File: src/rtl/dc_tag_bank_arbiter_if.sv
// Request/ack channel between a tag requester and a tag bank.
// The same bundle is used on the requester side and on the bank side.
interface dc_tag_bank_arbiter_if #(
    parameter int Width    = 24,
    parameter int REQ_BITS = 7
);
    logic                req_valid;
    logic                req_retry;
    logic [Width-1:0]    req_data;
    logic [REQ_BITS-1:0] req_type;
    logic                write;
    logic                ack_valid;
    logic                ack_retry;
    logic                hit;
    logic                miss;
    logic [2:0]          way;

    modport master (
        output req_valid, req_data, req_type, write, ack_retry,
        input  req_retry, ack_valid, hit, miss, way
    );

    modport slave (
        input  req_valid, req_data, req_type, write, ack_retry,
        output req_retry, ack_valid, hit, miss, way
    );
endinterface

File: src/rtl/dc_tag_bank_arbiter.sv
// Two-requester to two-bank (even/odd) tag lookup arbiter.
// Define DC_TAG_ARB_PERF_EN to add per-bank conflict counters.
module dc_tag_bank_arbiter #(
    parameter int Width    = 24,
    parameter int REQ_BITS = 7,
    parameter int SEL_BIT  = 10
) (
    input  logic                   clk,
    input  logic                   reset,
    dc_tag_bank_arbiter_if.slave   p0,
    dc_tag_bank_arbiter_if.slave   p1,
    dc_tag_bank_arbiter_if.master  even,
    dc_tag_bank_arbiter_if.master  odd
`ifdef DC_TAG_ARB_PERF_EN
    ,
    output logic [15:0]            even_conflict_cnt,
    output logic [15:0]            odd_conflict_cnt
`endif
);

    typedef enum logic {IDLE, BUSY} state_e;

    // Index 0 is the even bank, index 1 the odd bank.
    state_e     state_q [2];
    state_e     state_d [2];
    logic [1:0] owner_q, owner_d;
    logic [1:0] ptr_q, ptr_d;

    logic [1:0] want0, want1, rdy, gnt0, gnt1;
    logic [1:0] busy, aval, dlv, own_rty, done;
    logic       odd_blk;
    logic       s0e, s0o, s1e, s1o;

    assign want0 = {p0.req_valid &  p0.req_data[SEL_BIT],
                    p0.req_valid & ~p0.req_data[SEL_BIT]};
    assign want1 = {p1.req_valid &  p1.req_data[SEL_BIT],
                    p1.req_valid & ~p1.req_data[SEL_BIT]};

    assign busy = {state_q[1] == BUSY, state_q[0] == BUSY};
    assign rdy  = {2{reset}} & ~busy
                & ~{odd.req_retry, even.req_retry};
    assign gnt0 = rdy & want0 & (~want1 | ~ptr_q);
    assign gnt1 = rdy & want1 & (~want0 |  ptr_q);

    assign p0.req_retry = p0.req_valid & ~|gnt0;
    assign p1.req_retry = p1.req_valid & ~|gnt1;

    assign even.req_valid = gnt0[0] | gnt1[0];
    assign even.req_data  = ({Width{gnt0[0]}} & p0.req_data)
                          | ({Width{gnt1[0]}} & p1.req_data);
    assign even.req_type  = ({REQ_BITS{gnt0[0]}} & p0.req_type)
                          | ({REQ_BITS{gnt1[0]}} & p1.req_type);
    assign even.write     = (gnt0[0] & p0.write)
                          | (gnt1[0] & p1.write);

    assign odd.req_valid  = gnt0[1] | gnt1[1];
    assign odd.req_data   = ({Width{gnt0[1]}} & p0.req_data)
                          | ({Width{gnt1[1]}} & p1.req_data);
    assign odd.req_type   = ({REQ_BITS{gnt0[1]}} & p0.req_type)
                          | ({REQ_BITS{gnt1[1]}} & p1.req_type);
    assign odd.write      = (gnt0[1] & p0.write)
                          | (gnt1[1] & p1.write);

    // Same owner completing on both banks: even goes first, odd waits.
    assign aval    = busy & {odd.ack_valid, even.ack_valid};
    assign odd_blk = &aval & (owner_q[0] == owner_q[1]);
    assign dlv     = aval & {~odd_blk, 1'b1};
    assign own_rty = {owner_q[1] ? p1.ack_retry : p0.ack_retry,
                      owner_q[0] ? p1.ack_retry : p0.ack_retry};
    assign done    = dlv & ~own_rty;

    assign even.ack_retry = busy[0] & own_rty[0];
    assign odd.ack_retry  = busy[1] & (own_rty[1] | odd_blk);

    assign s0e = dlv[0] & ~owner_q[0];
    assign s0o = dlv[1] & ~owner_q[1];
    assign s1e = dlv[0] &  owner_q[0];
    assign s1o = dlv[1] &  owner_q[1];

    assign p0.ack_valid = s0e | s0o;
    assign p0.hit  = (s0e & even.hit)  | (s0o & odd.hit);
    assign p0.miss = (s0e & even.miss) | (s0o & odd.miss);
    assign p0.way  = ({3{s0e}} & even.way) | ({3{s0o}} & odd.way);

    assign p1.ack_valid = s1e | s1o;
    assign p1.hit  = (s1e & even.hit)  | (s1o & odd.hit);
    assign p1.miss = (s1e & even.miss) | (s1o & odd.miss);
    assign p1.way  = ({3{s1e}} & even.way) | ({3{s1o}} & odd.way);

    always_comb begin
        state_d = state_q;
        owner_d = owner_q;
        ptr_d   = ptr_q ^ (rdy & want0 & want1);
        for (int b = 0; b < 2; b++) begin
            unique case (state_q[b])
                IDLE: begin
                    if (gnt0[b] | gnt1[b]) begin
                        state_d[b] = BUSY;
                        owner_d[b] = gnt1[b];
                    end
                end
                BUSY: begin
                    if (done[b]) state_d[b] = IDLE;
                end
            endcase
        end
    end

    always_ff @(posedge clk or negedge reset) begin
        if (!reset) begin
            state_q <= '{IDLE, IDLE};
            owner_q <= '0;
            ptr_q   <= '0;
        end else begin
            state_q <= state_d;
            owner_q <= owner_d;
            ptr_q   <= ptr_d;
        end
    end

`ifdef DC_TAG_ARB_PERF_EN
    logic [1:0]  both;
    logic [15:0] ecnt_q, ecnt_d;
    logic [15:0] ocnt_q, ocnt_d;

    assign both = want0 & want1;

    always_comb begin
        ecnt_d = ecnt_q;
        ocnt_d = ocnt_q;
        if (both[0] && ecnt_q != 16'hFFFF) ecnt_d = ecnt_q + 16'd1;
        if (both[1] && ocnt_q != 16'hFFFF) ocnt_d = ocnt_q + 16'd1;
    end

    always_ff @(posedge clk or negedge reset) begin
        if (!reset) begin
            ecnt_q <= '0;
            ocnt_q <= '0;
        end else begin
            ecnt_q <= ecnt_d;
            ocnt_q <= ocnt_d;
        end
    end

    assign even_conflict_cnt = ecnt_q;
    assign odd_conflict_cnt  = ocnt_q;
`endif

endmodule

File: src/flat_wrapper.sv
// flat-port wrapper written by rule: the top's interface ports become plain ports
module dc_tag_bank_arbiter_flat 
#(
    parameter int Width    = 24,
    parameter int REQ_BITS = 7,
    parameter int SEL_BIT  = 10
)
  (clk, reset, p0_req_valid, p0_req_data, p0_req_type, p0_write, p0_ack_retry, p0_req_retry, p0_ack_valid, p0_hit, p0_miss, p0_way, p1_req_valid, p1_req_data, p1_req_type, p1_write, p1_ack_retry, p1_req_retry, p1_ack_valid, p1_hit, p1_miss, p1_way, even_req_valid, even_req_data, even_req_type, even_write, even_ack_retry, even_req_retry, even_ack_valid, even_hit, even_miss, even_way, odd_req_valid, odd_req_data, odd_req_type, odd_write, odd_ack_retry, odd_req_retry, odd_ack_valid, odd_hit, odd_miss, odd_way);
  dc_tag_bank_arbiter_if #(.Width(Width), .REQ_BITS(REQ_BITS)) p0_i ();
  dc_tag_bank_arbiter_if #(.Width(Width), .REQ_BITS(REQ_BITS)) p1_i ();
  dc_tag_bank_arbiter_if #(.Width(Width), .REQ_BITS(REQ_BITS)) even_i ();
  dc_tag_bank_arbiter_if #(.Width(Width), .REQ_BITS(REQ_BITS)) odd_i ();
  input  logic clk;
  input  logic reset;
  input wire logic [$bits(p0_i.req_valid)-1:0] p0_req_valid;
  input wire logic [$bits(p0_i.req_data)-1:0] p0_req_data;
  input wire logic [$bits(p0_i.req_type)-1:0] p0_req_type;
  input wire logic [$bits(p0_i.write)-1:0] p0_write;
  input wire logic [$bits(p0_i.ack_retry)-1:0] p0_ack_retry;
  output wire logic [$bits(p0_i.req_retry)-1:0] p0_req_retry;
  output wire logic [$bits(p0_i.ack_valid)-1:0] p0_ack_valid;
  output wire logic [$bits(p0_i.hit)-1:0] p0_hit;
  output wire logic [$bits(p0_i.miss)-1:0] p0_miss;
  output wire logic [$bits(p0_i.way)-1:0] p0_way;
  input wire logic [$bits(p1_i.req_valid)-1:0] p1_req_valid;
  input wire logic [$bits(p1_i.req_data)-1:0] p1_req_data;
  input wire logic [$bits(p1_i.req_type)-1:0] p1_req_type;
  input wire logic [$bits(p1_i.write)-1:0] p1_write;
  input wire logic [$bits(p1_i.ack_retry)-1:0] p1_ack_retry;
  output wire logic [$bits(p1_i.req_retry)-1:0] p1_req_retry;
  output wire logic [$bits(p1_i.ack_valid)-1:0] p1_ack_valid;
  output wire logic [$bits(p1_i.hit)-1:0] p1_hit;
  output wire logic [$bits(p1_i.miss)-1:0] p1_miss;
  output wire logic [$bits(p1_i.way)-1:0] p1_way;
  output wire logic [$bits(even_i.req_valid)-1:0] even_req_valid;
  output wire logic [$bits(even_i.req_data)-1:0] even_req_data;
  output wire logic [$bits(even_i.req_type)-1:0] even_req_type;
  output wire logic [$bits(even_i.write)-1:0] even_write;
  output wire logic [$bits(even_i.ack_retry)-1:0] even_ack_retry;
  input wire logic [$bits(even_i.req_retry)-1:0] even_req_retry;
  input wire logic [$bits(even_i.ack_valid)-1:0] even_ack_valid;
  input wire logic [$bits(even_i.hit)-1:0] even_hit;
  input wire logic [$bits(even_i.miss)-1:0] even_miss;
  input wire logic [$bits(even_i.way)-1:0] even_way;
  output wire logic [$bits(odd_i.req_valid)-1:0] odd_req_valid;
  output wire logic [$bits(odd_i.req_data)-1:0] odd_req_data;
  output wire logic [$bits(odd_i.req_type)-1:0] odd_req_type;
  output wire logic [$bits(odd_i.write)-1:0] odd_write;
  output wire logic [$bits(odd_i.ack_retry)-1:0] odd_ack_retry;
  input wire logic [$bits(odd_i.req_retry)-1:0] odd_req_retry;
  input wire logic [$bits(odd_i.ack_valid)-1:0] odd_ack_valid;
  input wire logic [$bits(odd_i.hit)-1:0] odd_hit;
  input wire logic [$bits(odd_i.miss)-1:0] odd_miss;
  input wire logic [$bits(odd_i.way)-1:0] odd_way;
  assign p0_i.req_valid = p0_req_valid;
  assign p0_i.req_data = p0_req_data;
  assign p0_i.req_type = p0_req_type;
  assign p0_i.write = p0_write;
  assign p0_i.ack_retry = p0_ack_retry;
  assign p0_req_retry = p0_i.req_retry;
  assign p0_ack_valid = p0_i.ack_valid;
  assign p0_hit = p0_i.hit;
  assign p0_miss = p0_i.miss;
  assign p0_way = p0_i.way;
  assign p1_i.req_valid = p1_req_valid;
  assign p1_i.req_data = p1_req_data;
  assign p1_i.req_type = p1_req_type;
  assign p1_i.write = p1_write;
  assign p1_i.ack_retry = p1_ack_retry;
  assign p1_req_retry = p1_i.req_retry;
  assign p1_ack_valid = p1_i.ack_valid;
  assign p1_hit = p1_i.hit;
  assign p1_miss = p1_i.miss;
  assign p1_way = p1_i.way;
  assign even_req_valid = even_i.req_valid;
  assign even_req_data = even_i.req_data;
  assign even_req_type = even_i.req_type;
  assign even_write = even_i.write;
  assign even_ack_retry = even_i.ack_retry;
  assign even_i.req_retry = even_req_retry;
  assign even_i.ack_valid = even_ack_valid;
  assign even_i.hit = even_hit;
  assign even_i.miss = even_miss;
  assign even_i.way = even_way;
  assign odd_req_valid = odd_i.req_valid;
  assign odd_req_data = odd_i.req_data;
  assign odd_req_type = odd_i.req_type;
  assign odd_write = odd_i.write;
  assign odd_ack_retry = odd_i.ack_retry;
  assign odd_i.req_retry = odd_req_retry;
  assign odd_i.ack_valid = odd_ack_valid;
  assign odd_i.hit = odd_hit;
  assign odd_i.miss = odd_miss;
  assign odd_i.way = odd_way;
  dc_tag_bank_arbiter #(.Width(Width), .REQ_BITS(REQ_BITS), .SEL_BIT(SEL_BIT)) u_core (.clk(clk), .reset(reset), .p0(p0_i), .p1(p1_i), .even(even_i), .odd(odd_i));
endmodule
File: config.mk
export PLATFORM = sky130hd
export DESIGN_NAME = dc_tag_bank_arbiter_flat
export DESIGN_NICKNAME = d
export VERILOG_FILES = /design/src/rtl/dc_tag_bank_arbiter_if.sv /design/src/rtl/dc_tag_bank_arbiter.sv /design/src/flat_wrapper.sv
export SDC_FILE = /design/constraint.sdc
export NUM_CORES = 1
export LEC_CHECK = 0
export ABC_AREA = 1
export BUFFER_PORTS_ARGS = -buffer_cell sky130_fd_sc_hd__buf_2
export CAP_MARGIN = 20
export CORE_MARGIN = 2
export CORE_UTILIZATION = 37
export DETAILED_ROUTE_END_ITERATION = 8
export PLACE_DENSITY = 0.82
export SLEW_MARGIN = 25
export SYNTH_ARGS = -nofsm -noshare
export SYNTH_HDL_FRONTEND = slang
export SYNTH_SLANG_ARGS = --single-unit
File: constraint.sdc
create_clock -name clk -period 1.7 [get_ports clk]
set_input_delay 0.34 -clock clk [delete_from_list [all_inputs] [get_ports clk]]
set_output_delay 0.34 -clock clk [all_outputs]
set_load 0.02 [all_outputs]
## Word-level counts from Yosys, hierarchy flattened

Cells that the tools add are included.
W data, S select, Z words.

- Multiplexer cells: 8
- Eq/ne operators: 1
- Bitwise gates (word level): 80
- Reduce and logical (&&, ||, !) cells: 7

Operators with widths:

| operator | number |
|---|---|
| $and A24 B24 Y24 | 4 |
| $or A24 B24 Y24 | 2 |
| $and A7 B7 Y7 | 4 |
| $and A1 B1 Y1 | 25 |
| $and A2 B2 Y2 | 10 |
| $or A7 B7 Y7 | 2 |
| $and A3 B3 Y3 | 4 |
| $not A2 Y2 | 6 |
| $or A1 B1 Y1 | 11 |
| $not A1 Y1 | 7 |
| $mux W1 | 6 |
| $or A3 B3 Y3 | 2 |
| $reduce_and A2 Y1 | 3 |
| $or A2 B2 Y2 | 2 |
| $pmux W1 S2 | 2 |
| $reduce_or A2 Y1 | 2 |
| $logic_not A1 Y1 | 2 |
| $xor A2 B2 Y2 | 1 |
| $eq A1 B1 Y1 | 1 |

- Register bits after elaboration: 6
- Logic and storage cells: 101

## Longest topological paths before layout

- Word-level depth: 8
- Gate-level depth with buffers: 8
- Gate-level depth less buffers: 7

## Least setup slack after synthesis

No wires, ideal clock.

- Kind: flip-flop to output port
- Start point: reg u_core.owner_q[1]
- End point: out odd_ack_retry
- Cell stages (with the launch flop): 8
- Buffers on the path: 2
- Path slack: 0.091 ns
- Arrival: 1.269 ns
- Cell sequence: dfrtp_1 > buf_4 > inv_2 > nand2_1 > nand2_1 > nand2_1 > buf_4 > a21oi_1

- Longest elaborated chain between the ends: 4
- Elaborated cells on any way between the ends: 5
- Classes of those cells: 1 x eq/ne; 1 x mux; 3 x bitwise

Ends and longest elaborated chain:

| element | RTL line | RTL |
|---|---|---|
| from (decl) | dc_tag_bank_arbiter.sv:26 | `logic [1:0] owner_q, owner_d;` |
| from (signal assigned) | dc_tag_bank_arbiter.sv:116 | `owner_q <= owner_d;` |
| $eq A1 B1 Y1 | dc_tag_bank_arbiter.sv:66 | `assign odd_blk = &aval & (owner_q[0] == owner_q[1]);` |
| $and A1 B1 Y1 | dc_tag_bank_arbiter.sv:66 |  |
| $or A1 B1 Y1 * | dc_tag_bank_arbiter.sv:73 | `assign odd.ack_retry = busy[1] & (own_rty[1] \| odd_blk);` |
| $and A1 B1 Y1 * | dc_tag_bank_arbiter.sv:73 |  |
| to (decl) | flat_wrapper.sv:49 | `output wire logic [$bits(odd_i.ack_retry)-1:0] odd_ack_retry;` |

Mark *: on every way between the ends. The rest lies on a longest branch, timed or not.

## Worst setup path after layout

- Start point: reg u_core.state_q (netlist bit u_core.busy[0])
- End point: out even_req_data[14]

- Longest elaborated chain between the ends: 7
- Elaborated cells on any way between the ends: 10
- Classes of those cells: 10 x bitwise

Ends and longest elaborated chain:

| element | RTL line | RTL |
|---|---|---|
| from (decl) | dc_tag_bank_arbiter.sv:24 | `state_e state_q [2];` |
| from (signal assigned) | dc_tag_bank_arbiter.sv:111 | `state_q <= '{IDLE, IDLE};` |
| from (signal assigned) | dc_tag_bank_arbiter.sv:115 | `state_q <= state_d;` |
| $not A2 Y2 * | dc_tag_bank_arbiter.sv:40 | `assign rdy = {2{reset}} & ~busy` |
| $and A2 B2 Y2 * | dc_tag_bank_arbiter.sv:40 |  |
| $and A2 B2 Y2 * | dc_tag_bank_arbiter.sv:41 | `& ~{odd.req_retry, even.req_retry};` |
| $and A2 B2 Y2, on equally long branches (2 in series) | dc_tag_bank_arbiter.sv:42, dc_tag_bank_arbiter.sv:43 |  |
| $and A24 B24 Y24, on equally long branches | dc_tag_bank_arbiter.sv:49, dc_tag_bank_arbiter.sv:50 |  |
| $or A24 B24 Y24 * | dc_tag_bank_arbiter.sv:50 | `\| ({Width{gnt1[0]}} & p1.req_data);` |
| to (decl) | flat_wrapper.sv:36 | `output wire logic [$bits(even_i.req_data)-1:0] even_req_data;` |

Marked as above.

==> out/results.tsv <==
metric	value	unit
status	finished, violations left	
violations	setup timing	
track_usage	30.5	%
slew_violations	0	
cts.clk_slew.worst_paths	40	ps
max-cap-violations	0	
peakVddDrop	0.628	mV
final_cells	567	
grt_max_degree	27	
seq_area	150	um2
area_delta_synth_final	140	%
ys_types	22	
cts_buffers	3	
leakagePower	2.32	nW
timing.final.crit_share	118	%
crit_type	flop to output port	
worstPathArrival	1670	ps
drt_iter0_drc	447	
power.switching	0.00138	W
clockPowerShare	8.6	%
cts_sinks	6	
hpwl	5.28	mm
clk_latency	230	ps
layout_common_cells	103 x nand2_1, 86 x buf_2, 83 x buf_6	
hold_path_class	primary input to asynchronous set/reset pin	
endpoint_kind	output port	
crit_required	1360	ps
p_seq_share	10.5	%
ys_seq_area_share	8.88	%
final-hold-violation-count	0	
core-area	4380	um2
initial_core_util	38.6	%
p_int	0.00131	W
power_density	662	nW/um2
skew	3.13	ps
fp.dieH	71.6	um
drc_errors	0	
fill_cells	162	
viasPerCell	6.60	
dieArea	5130	um2
min_period	2010	ps
final_util	92.6	%
timing.final.ws_setup	-309	ps
routed_wl	13.0	mm
first_global_vias	2849	
place_inst	532	
post_drt_wl_per_cell	22.9	um
hold_ws	29.8	ps
final_common_cell	nand2_1	
postSynthAreaPerCell	5.23	um2
clock.fmax	0.498	GHz
io-pin-count	166	
yosysWarnings	0	
root_buffer	clkbuf_8	
nNetsFinal	601	
p_comb_share	80.9	%
tns	-13420	ps
h-tree-depth	1	
overflow	0	
synth_nets	407	
r2r_start	u_core.ptr_q[1]	
p_sw_share	51.3	%
grt_pass1_wl	12.9	mm
antenna_found_initial	0	
cts_tree	built	
rows	24	
diodes	0	
grt_setup_unrepaired	yes	
port_buffers	164	
multi_input_area	1730	um2
gp_congestion	0.866	
synthCells	323	
chipWidth	71.6	um
synth_area	1690	um2
r2r_slack	230	ps
setup.worst_path.start	u_core.busy[0]	
yosys_register_bits	6	
ant_nets	0	
drt_pre_antenna_iters	5	
critPathMaxFanout	11	
vias	3742	
setup_viol	81	
clockBufferDepth	2	
drive_above_1_share	61.2	%
p_total	0.00269	W
cp-start-kind	flop	
metrics by stage:
stage | area [um2] | worst slack, ps
4_1_cts | 3310 | -99.7
3_3_place_gp | 2610 | 7.44
6_report | 4060 | -309
2_1_floorplan | 1690 | 91.1
3_5_place_dp | 2610 | -32.4
5_1_grt | 4060 | -408
state kept, by name, indices dropped and copies added (netlist names):
name and count:
u_core.busy 2, u_core.ptr_q 2, u_core.owner_q 2
cell type report:
| class | instances | share of cell area [%] |
|---|---|---|
| timing repair buffer | 216 | 49.7 |
| multi-input combinational | 274 | 42.5 |
| sequential | 6 | 3.70 |
| tap | 52 | 1.60 |
| inverter | 16 | 1.51 |
| clock buffer | 3 | 1.02 |
repair_timing:
| item | CTS | global route |
|---|---|---|
| endpoints found under the setup margin | 76 | 79 |
| gates cloned | 3 | 11 |
| gates resized for setup | 153 | 143 |
| setup buffers | 11 | 8 |
| pin swaps | 11 | 37 |
| hold buffers | 0 | 0 |
layer usage:
layer  GRT usage (%)  wire [um]  up-vias  part of all wire [%]
met3            3.52       1690      158                    13
met4            10.3       1320        0                    10
met5               0          0        -                     0
met1            34.6       4080     1648                    31
li1                -          -     1484                     -
met2            58.4       5880      452                    45
synthesized netlist by cell type, drive strengths merged:
master | count | area [um2]
a21boi | 1 | 7.51
a21oi | 1 | 5.00
nand2 | 170 | 643
o22ai | 2 | 12.5
nand3 | 5 | 30.0
dfrtp | 6 | 150
nand4 | 73 | 457
o21ai | 6 | 30.0
nor2 | 13 | 78.8
clkinv | 2 | 7.51
buf | 25 | 191
clkbuf | 3 | 11.3
conb | 1 | 3.75
nor3 | 1 | 10.0
inv | 14 | 52.6
worst paths after layout:
path                                endpoint  cells past startpoint
min in group clk              u_core.busy[1]                      4
max in group asynchronous    u_core.ptr_q[1]                      2
setup reg to reg           u_core.owner_q[1]                      7
hold reg to reg              u_core.ptr_q[1]                      2
setup / recovery           even_req_data[14]                      7
hold / removal                u_core.busy[1]                      2
worst max-delay path: stages, from the launching register on:
cell,delay (ps)
dfrtp_1,420
nor3_4,200
buf_4,150
buf_6,110
buf_12,130
nand4_1,120
nand2_1,160
buf_6,140
logic make-up (layout without fill, tap and decap cells):
group           after synthesis  after routing  share of synthesized area [%]
simple gates                262            263                           72.1
flops                         6              6                           8.88
other cells                   1              1                          0.222
compound gates               10             10                           3.26
buf+inv                      44            235                           15.5
power by group through the flow:
| stage | combinational [W] | clock (W) | sequential (W) |
|---|---|---|---|
| after floorplan | 0.000743 | 0 | 0.000247 |
| after global placement | 0.00113 | 0 | 0.000271 |
| after detailed placement | 0.00115 | 0 | 0.000276 |
| after CTS | 0.00148 | 0.000215 | 0.000266 |
| after global routing | 0.00225 | 0.000231 | 0.000285 |
| final | 0.00218 | 0.000231 | 0.000283 |
(Power assumes the default switching activity.)
